--- src/rtl/polyline_sequencer_if.sv ---
// Bundles the sequencer's two external buses: the synchronous vertex-memory
// read port and the start/done handshake with the line drawer.
interface polyline_sequencer_if #(
  parameter int ADDR_W = 4
);

  // Vertex memory read port (1-cycle synchronous read)
  logic [ADDR_W-1:0]  vtx_addr;
  logic signed [10:0] vtx_x;
  logic signed [10:0] vtx_y;

  // Line drawer request/acknowledge plus segment endpoints
  logic               line_start;
  logic signed [10:0] x0;
  logic signed [10:0] y0;
  logic signed [10:0] x1;
  logic signed [10:0] y1;
  logic               line_done;

  modport master (
    output vtx_addr,
    input  vtx_x,
    input  vtx_y,
    output line_start,
    output x0,
    output y0,
    output x1,
    output y1,
    input  line_done
  );

  modport slave (
    input  vtx_addr,
    output vtx_x,
    output vtx_y,
    input  line_start,
    input  x0,
    input  y0,
    input  x1,
    input  y1,
    output line_done
  );

endinterface

--- src/rtl/polyline_sequencer.sv ---
// Walks a vertex list held in an external synchronous memory and hands each
// consecutive pair of vertices to a line drawer as one segment. Optionally
// closes the shape with a last->first segment. Every output is a register.
module polyline_sequencer #(
  parameter int ADDR_W = 4,
  parameter int CLOSED = 1
) (
  input  logic              clk,
  input  logic              reset,
  input  logic              go,
  input  logic [ADDR_W:0]   count,
  output logic              busy,
  output logic              finished,
  output logic [ADDR_W:0]   seg_count,
  polyline_sequencer_if.master bus
);

  localparam logic [ADDR_W:0] N_MAX     = (ADDR_W+1)'(1) << ADDR_W;
  localparam logic [ADDR_W:0] CNT_TWO   = (ADDR_W+1)'(2);
  localparam logic [ADDR_W:0] CNT_THREE = (ADDR_W+1)'(3);

  typedef enum logic [3:0] {
    IDLE,
    FETCH0,
    LATCH0,
    FETCH,
    LATCH,
    ISSUE,
    RELEASE,
    NEXT,
    DONE
  } state_t;

  state_t state;
  state_t next_state;

  logic [ADDR_W:0]    count_q;
  logic [ADDR_W:0]    count_clamped;
  logic [ADDR_W:0]    k;
  logic               closed_done;
  logic signed [10:0] first_x;
  logic signed [10:0] first_y;
  logic               more_vertices;
  logic               close_pending;

  // Decision terms: clamp the requested length to memory capacity, and decide
  // whether another vertex or the closing segment is still outstanding.
  always_comb begin
    count_clamped = count;
    if (count > N_MAX) begin
      count_clamped = N_MAX;
    end
    more_vertices = (k < count_q);
    close_pending = (CLOSED != 0) && (count_q >= CNT_THREE) && !closed_done;
  end

  // State register; reset wins over everything, including an in-flight segment.
  always_ff @(posedge clk) begin
    if (reset) begin
      state <= IDLE;
    end else begin
      state <= next_state;
    end
  end

  // Next-state logic. Each segment is a full four-phase handshake so the
  // drawer always sees line_start low before the next request.
  always_comb begin
    next_state = state;
    case (state)
      IDLE: begin
        if (go) begin
          if (count_clamped < CNT_TWO) begin
            next_state = DONE;
          end else begin
            next_state = FETCH0;
          end
        end
      end
      FETCH0:  next_state = LATCH0;
      LATCH0:  next_state = FETCH;
      FETCH:   next_state = LATCH;
      LATCH:   next_state = ISSUE;
      ISSUE: begin
        if (bus.line_done) begin
          next_state = RELEASE;
        end
      end
      RELEASE: begin
        if (!bus.line_done) begin
          next_state = NEXT;
        end
      end
      NEXT: begin
        if (more_vertices) begin
          next_state = FETCH;
        end else if (close_pending) begin
          next_state = ISSUE;
        end else begin
          next_state = DONE;
        end
      end
      DONE:    next_state = IDLE;
      default: next_state = IDLE;
    endcase
  end

  // Registered datapath and outputs. Strobes are derived from next_state so
  // they line up with the state they belong to without any input-to-output path.
  always_ff @(posedge clk) begin
    if (reset) begin
      busy           <= 1'b0;
      finished       <= 1'b0;
      seg_count      <= '0;
      bus.line_start <= 1'b0;
      bus.vtx_addr   <= '0;
      bus.x0         <= '0;
      bus.y0         <= '0;
      bus.x1         <= '0;
      bus.y1         <= '0;
      count_q        <= '0;
      k              <= '0;
      closed_done    <= 1'b0;
      first_x        <= '0;
      first_y        <= '0;
    end else begin
      busy           <= (next_state != IDLE);
      finished       <= (next_state == DONE);
      bus.line_start <= (next_state == ISSUE);
      case (state)
        IDLE: begin
          if (go) begin
            count_q      <= count_clamped;
            seg_count    <= '0;
            k            <= (ADDR_W+1)'(1);
            closed_done  <= 1'b0;
            bus.vtx_addr <= '0;
          end
        end
        LATCH0: begin
          bus.x0       <= bus.vtx_x;
          bus.y0       <= bus.vtx_y;
          first_x      <= bus.vtx_x;
          first_y      <= bus.vtx_y;
          bus.vtx_addr <= k[ADDR_W-1:0];
        end
        LATCH: begin
          bus.x1 <= bus.vtx_x;
          bus.y1 <= bus.vtx_y;
          k      <= k + 1'b1;
        end
        RELEASE: begin
          if (!bus.line_done) begin
            seg_count <= seg_count + 1'b1;
          end
        end
        NEXT: begin
          bus.x0 <= bus.x1;
          bus.y0 <= bus.y1;
          if (more_vertices) begin
            bus.vtx_addr <= k[ADDR_W-1:0];
          end else if (close_pending) begin
            bus.x1      <= first_x;
            bus.y1      <= first_y;
            closed_done <= 1'b1;
          end
        end
        default: begin
        end
      endcase
    end
  end

endmodule

--- src/flat_wrapper.sv ---
// flat-port wrapper written by rule: the top's interface ports become plain ports
module polyline_sequencer_flat 
#(
  parameter int ADDR_W = 4,
  parameter int CLOSED = 1
)
  (clk, reset, go, count, busy, finished, seg_count, bus_vtx_addr, bus_vtx_x, bus_vtx_y, bus_line_start, bus_x0, bus_y0, bus_x1, bus_y1, bus_line_done);
  polyline_sequencer_if #(.ADDR_W(ADDR_W)) bus_i ();
  input  logic clk;
  input  logic reset;
  input  logic go;
  input  logic [ADDR_W:0] count;
  output logic busy;
  output logic finished;
  output logic [ADDR_W:0] seg_count;
  output wire logic [$bits(bus_i.vtx_addr)-1:0] bus_vtx_addr;
  input wire logic [$bits(bus_i.vtx_x)-1:0] bus_vtx_x;
  input wire logic [$bits(bus_i.vtx_y)-1:0] bus_vtx_y;
  output wire logic [$bits(bus_i.line_start)-1:0] bus_line_start;
  output wire logic [$bits(bus_i.x0)-1:0] bus_x0;
  output wire logic [$bits(bus_i.y0)-1:0] bus_y0;
  output wire logic [$bits(bus_i.x1)-1:0] bus_x1;
  output wire logic [$bits(bus_i.y1)-1:0] bus_y1;
  input wire logic [$bits(bus_i.line_done)-1:0] bus_line_done;
  assign bus_vtx_addr = bus_i.vtx_addr;
  assign bus_i.vtx_x = bus_vtx_x;
  assign bus_i.vtx_y = bus_vtx_y;
  assign bus_line_start = bus_i.line_start;
  assign bus_x0 = bus_i.x0;
  assign bus_y0 = bus_i.y0;
  assign bus_x1 = bus_i.x1;
  assign bus_y1 = bus_i.y1;
  assign bus_i.line_done = bus_line_done;
  polyline_sequencer #(.ADDR_W(ADDR_W), .CLOSED(CLOSED)) u_core (.clk(clk), .reset(reset), .go(go), .count(count), .busy(busy), .finished(finished), .seg_count(seg_count), .bus(bus_i));
endmodule
--- config.mk ---
export PLATFORM = sky130hd
export DESIGN_NAME = polyline_sequencer_flat
export DESIGN_NICKNAME = d
export VERILOG_FILES = /design/src/rtl/polyline_sequencer_if.sv /design/src/rtl/polyline_sequencer.sv /design/src/flat_wrapper.sv
export SDC_FILE = /design/constraint.sdc
export NUM_CORES = 1
export LEC_CHECK = 0
export ABC_AREA = 1
export BUFFER_PORTS_ARGS = -buffer_cell sky130_fd_sc_hd__clkbuf_2
export CORE_ASPECT_RATIO = 1.5
export CORE_MARGIN = 3
export CORE_UTILIZATION = 35
export CTS_CLUSTER_DIAMETER = 40
export DETAILED_ROUTE_END_ITERATION = 8
export PLACE_DENSITY = 0.55
export SETUP_SLACK_MARGIN = 0.4
export SYNTH_ARGS = -nofsm -noshare
export SYNTH_HDL_FRONTEND = slang
export SYNTH_SLANG_ARGS = --single-unit
--- constraint.sdc ---
create_clock -name clk -period 3.5 [get_ports clk]
set_input_delay 0.525 -clock clk [delete_from_list [all_inputs] [get_ports clk]]
set_output_delay 0.525 -clock clk [all_outputs]
set_load 0.03 [all_outputs]
==> impl_metrics.csv <==
group,metric,value,unit
synth,ys_top_cells_by_count,"nand2_1, dfxtp_1, nor2_1",
clocking,cts_tree,"done",
outcome,status,"finished clean",
synth,synth_cell_type_count,29,
drt,first_pass_iters,4,
timing,tns,0,ps
power,power.net_switching,870.7,µW
placement,io_buffers,86,
worst_setup_path,path_class,"reg2reg",
cells_and_area,nets,671,
timing,fin_crit,2310,ps
power,power_leakage,2.143,nW
timing,post-route-period-util,66.01,%
floorplan,core-area,11060,µm²
floorplan,ios,87,
floorplan,initial_utilization,35.97,%
timing,skew,8.189,ps
clocking,cts_resized,0,
timing,finalHoldWorstSlack,411.1,ps
clocking,cts_root_buf,"clkbuf_16",
run,drv_cap,0,
power,ir_drop,0.2364,mV
timing,maxSlewViolCount,0,
synth,syn_inst,561,
timing,rsz0062_at_grt,"no",
global_routing,grt_pass1_wl,17630,µm
power,p_int,1.860,mW
global_routing,grt_max_degree,58,
placement,dpl.hpwl,7322,µm
power,p_comb_share,19.5,%
timing,hold_viol,0,
clocking,clk_latency,350,ps
cells_and_area,syn_to_final_growth,19.86,%
synth,synth_area,3976,µm²
global_routing,grt_usage,17.59,%
power,switching_share,31.88,%
floorplan,die-area,12700,µm²
worst_setup_path,cp_slowest_stage_delay,430,ps
floorplan,rows,47,
clocking,cts_hold_buf,0,
floorplan,fp.dieW,93.03,µm
worst_setup_path,cp_top_family,"simple AND/OR/NAND/NOR gates",
worst_hold_path,worstHoldPathType,"in2reg",
synth,avgSynthCellArea,7.088,µm²
clocking,htreeDepth,3,
drt,drt_iter0_markers,129,
power,p_per_area,573.0,nW/µm²
drt,ant_nets,0,
power,p_total,2.731,mW
cells_and_area,n_antenna_cell,0,
global_routing,antenna_found_initial,0,
clocking,cts_buffers,9,
clocking,postCtsSetupRepairBufs,0,
clocking,clockBufferDepth,2,
synth,synth-async-reset-ratio,0,%
worst_setup_path,cp.arrival,2550,ps
power,clkPwrFrac,36.2,%
synth,synth-main-ff-cell,"dfxtp_1",
clocking,path_clk_slew,70,ps
drt,drt-total-wl,10810,µm
timing,tightest_slew,864.5,ps
synth,yosys_warnings,0,
timing,maxSlewHeadroom,42.31,%
synth,synth_top_area_share,46.82,%
timing,setup_viol,0,
cells_and_area,drive_gt1_share,18.31,%
power,seq_power_share,44.3,%
synth,synth_largest_area_cell,"dfxtp_1",
worst_setup_path,cpMostUsedCell,"nor2_1",
synth,ys_top_cells_by_area,"dfxtp_1, nand2_1, nor2_1",
drt,wl_per_cell,13.75,µm
synth,synth_fp_nets,598,
drt,drc,0,
floorplan,dieHeight,136.5,µm
synth,yosys.cell_count.top_type,"nand2_1",
worst_setup_path,required,3740,ps
worst_setup_path,cp-start-kind,"flop",
drt,num_vias,3816,
clocking,cts_sinks,93,
timing,max_freq,0.4328,GHz
worst_setup_path,slowest_stage,"inv_1",
cells_and_area,nFillCells,1230,
drt,drt-vias-per-instance,4.855,
synth,seq_area_frac_synth,46.82,%
global_routing,overflow,0,
cells_and_area,final_cell_area,4766,µm²
worst_setup_path,endpoint_kind,"flop",
worst_setup_path,cp_max_fo,23,
global_routing,grt_pass1_vias,3689,
placement,place_area,4467,µm²
placement,gp_congestion,0.8854,
worst_setup_path,crit_buf_inv,2,
worst_setup_path,path_cells,"inv_1 > ha_1 > nand2_1 > nor2_1 > nand2_1 > nand3_1 > nand3_1 > nand2_2 > inv_1 > nor2_1 > nor2_1",
synth,ys_ff_latch,93,
synth,synth-edff-count,0,
worst paths after layout:
path / to / cells past startpoint / start / slack (ps)
max: u_core.bus.y1[5]$_SDFFE_PP0P_ / 11 / u_core.count_q[4]$_SDFFE_PP0P_ / 1190
min: u_core.count_q[2]$_SDFFE_PP0P_ / 3 / count[2] / 410
max reg2reg: u_core.bus.y1[5]$_SDFFE_PP0P_ / 11 / u_core.count_q[4]$_SDFFE_PP0P_ / 1190
min reg2reg: u_core.first_y[0]$_SDFFE_PP0P_ / 2 / u_core.first_y[0]$_SDFFE_PP0P_ / 460
cell families (layout without fill, tap and decap cells):
| family | count (synthesis) | after routing | share of synthesized area, % |
|---|---|---|---|
| AO/OA/AOI/OAI | 97 | 97 | 13.44 |
| XOR/XNOR | 1 | 1 | 0.2203 |
| adder cells (fa/ha/maj) | 6 | 6 | 1.888 |
| buffers and inverters | 57 | 135 | 6.513 |
| flip-flops | 93 | 93 | 46.82 |
| AND/OR/NAND/NOR | 307 | 307 | 31.12 |
tightest hold or removal path, stage by stage:
cell and delay, ps:
clkbuf_2 90, nand2_1 60, a21oi_1 50
cell usage in the layout, fill, tap and decap left out, types with 5 or more instances in the layout:
cell / count
nor2_1: 70
dfxtp_1: 93
nand2_1: 206
nand3_1: 11
clkbuf_2: 86
nand4_1: 5
ha_1: 6
o21ai_0: 30
a31oi_1: 24
inv_1: 28
nor3_1: 5
clkbuf_16: 9
a21oi_1: 38
through the flow:
step / utilization, % / cells / worst slack, ps
5_1_grt: 43.11 / 786 / 817.8
6_report: 43.11 / 786 / 1190
4_1_cts: 43.11 / 786 / 1122
3_3_place_gp: 40.40 / 770 / 1189
3_5_place_dp: 40.40 / 770 / 1140
2_1_floorplan: - / 561 / 1893
metal layers:
layer,up-vias,routed length (µm),track usage (%)
li1,1946,-,-
met2,67,5592,32.02
met3,21,347,2.915
met1,1782,4609,19.95
met5,-,0,0
met4,0,257,7.824
power by group through the flow:
stage	Sequential (mW)	Clock, mW	Combinational, mW
final	1.21	0.990	0.531
after global placement	1.23	0	0.532
after CTS	1.21	1.01	0.537
after floorplan	1.33	0	0.283
after global routing	1.22	1.05	0.593
after detailed placement	1.23	0	0.536
cell type report:
type / count / area (µm²) / area share [%]
clock inverter: 7 / 73.82 / 1.549
multi-input combinational: 411 / 1856 / 38.93
clock buffer: 9 / 225.2 / 4.726
timing repair buffer: 89 / 452.9 / 9.504
sequential: 93 / 1862 / 39.07
inverter: 30 / 112.6 / 2.363
tap: 147 / 183.9 / 3.859
sequential cells by signal, summed over array words and instances (netlist names), 5 cells and up:
signal and cells:
u_core.count_q 5, u_core.bus.y0 11, u_core.bus.x0 11, u_core.first_y 11
u_core.bus.y1 11, u_core.first_x 11, u_core.bus.x1 11, u_core.seg_count 5
u_core.k 5
No activity file was read; power rests on OpenSTA's default activity.
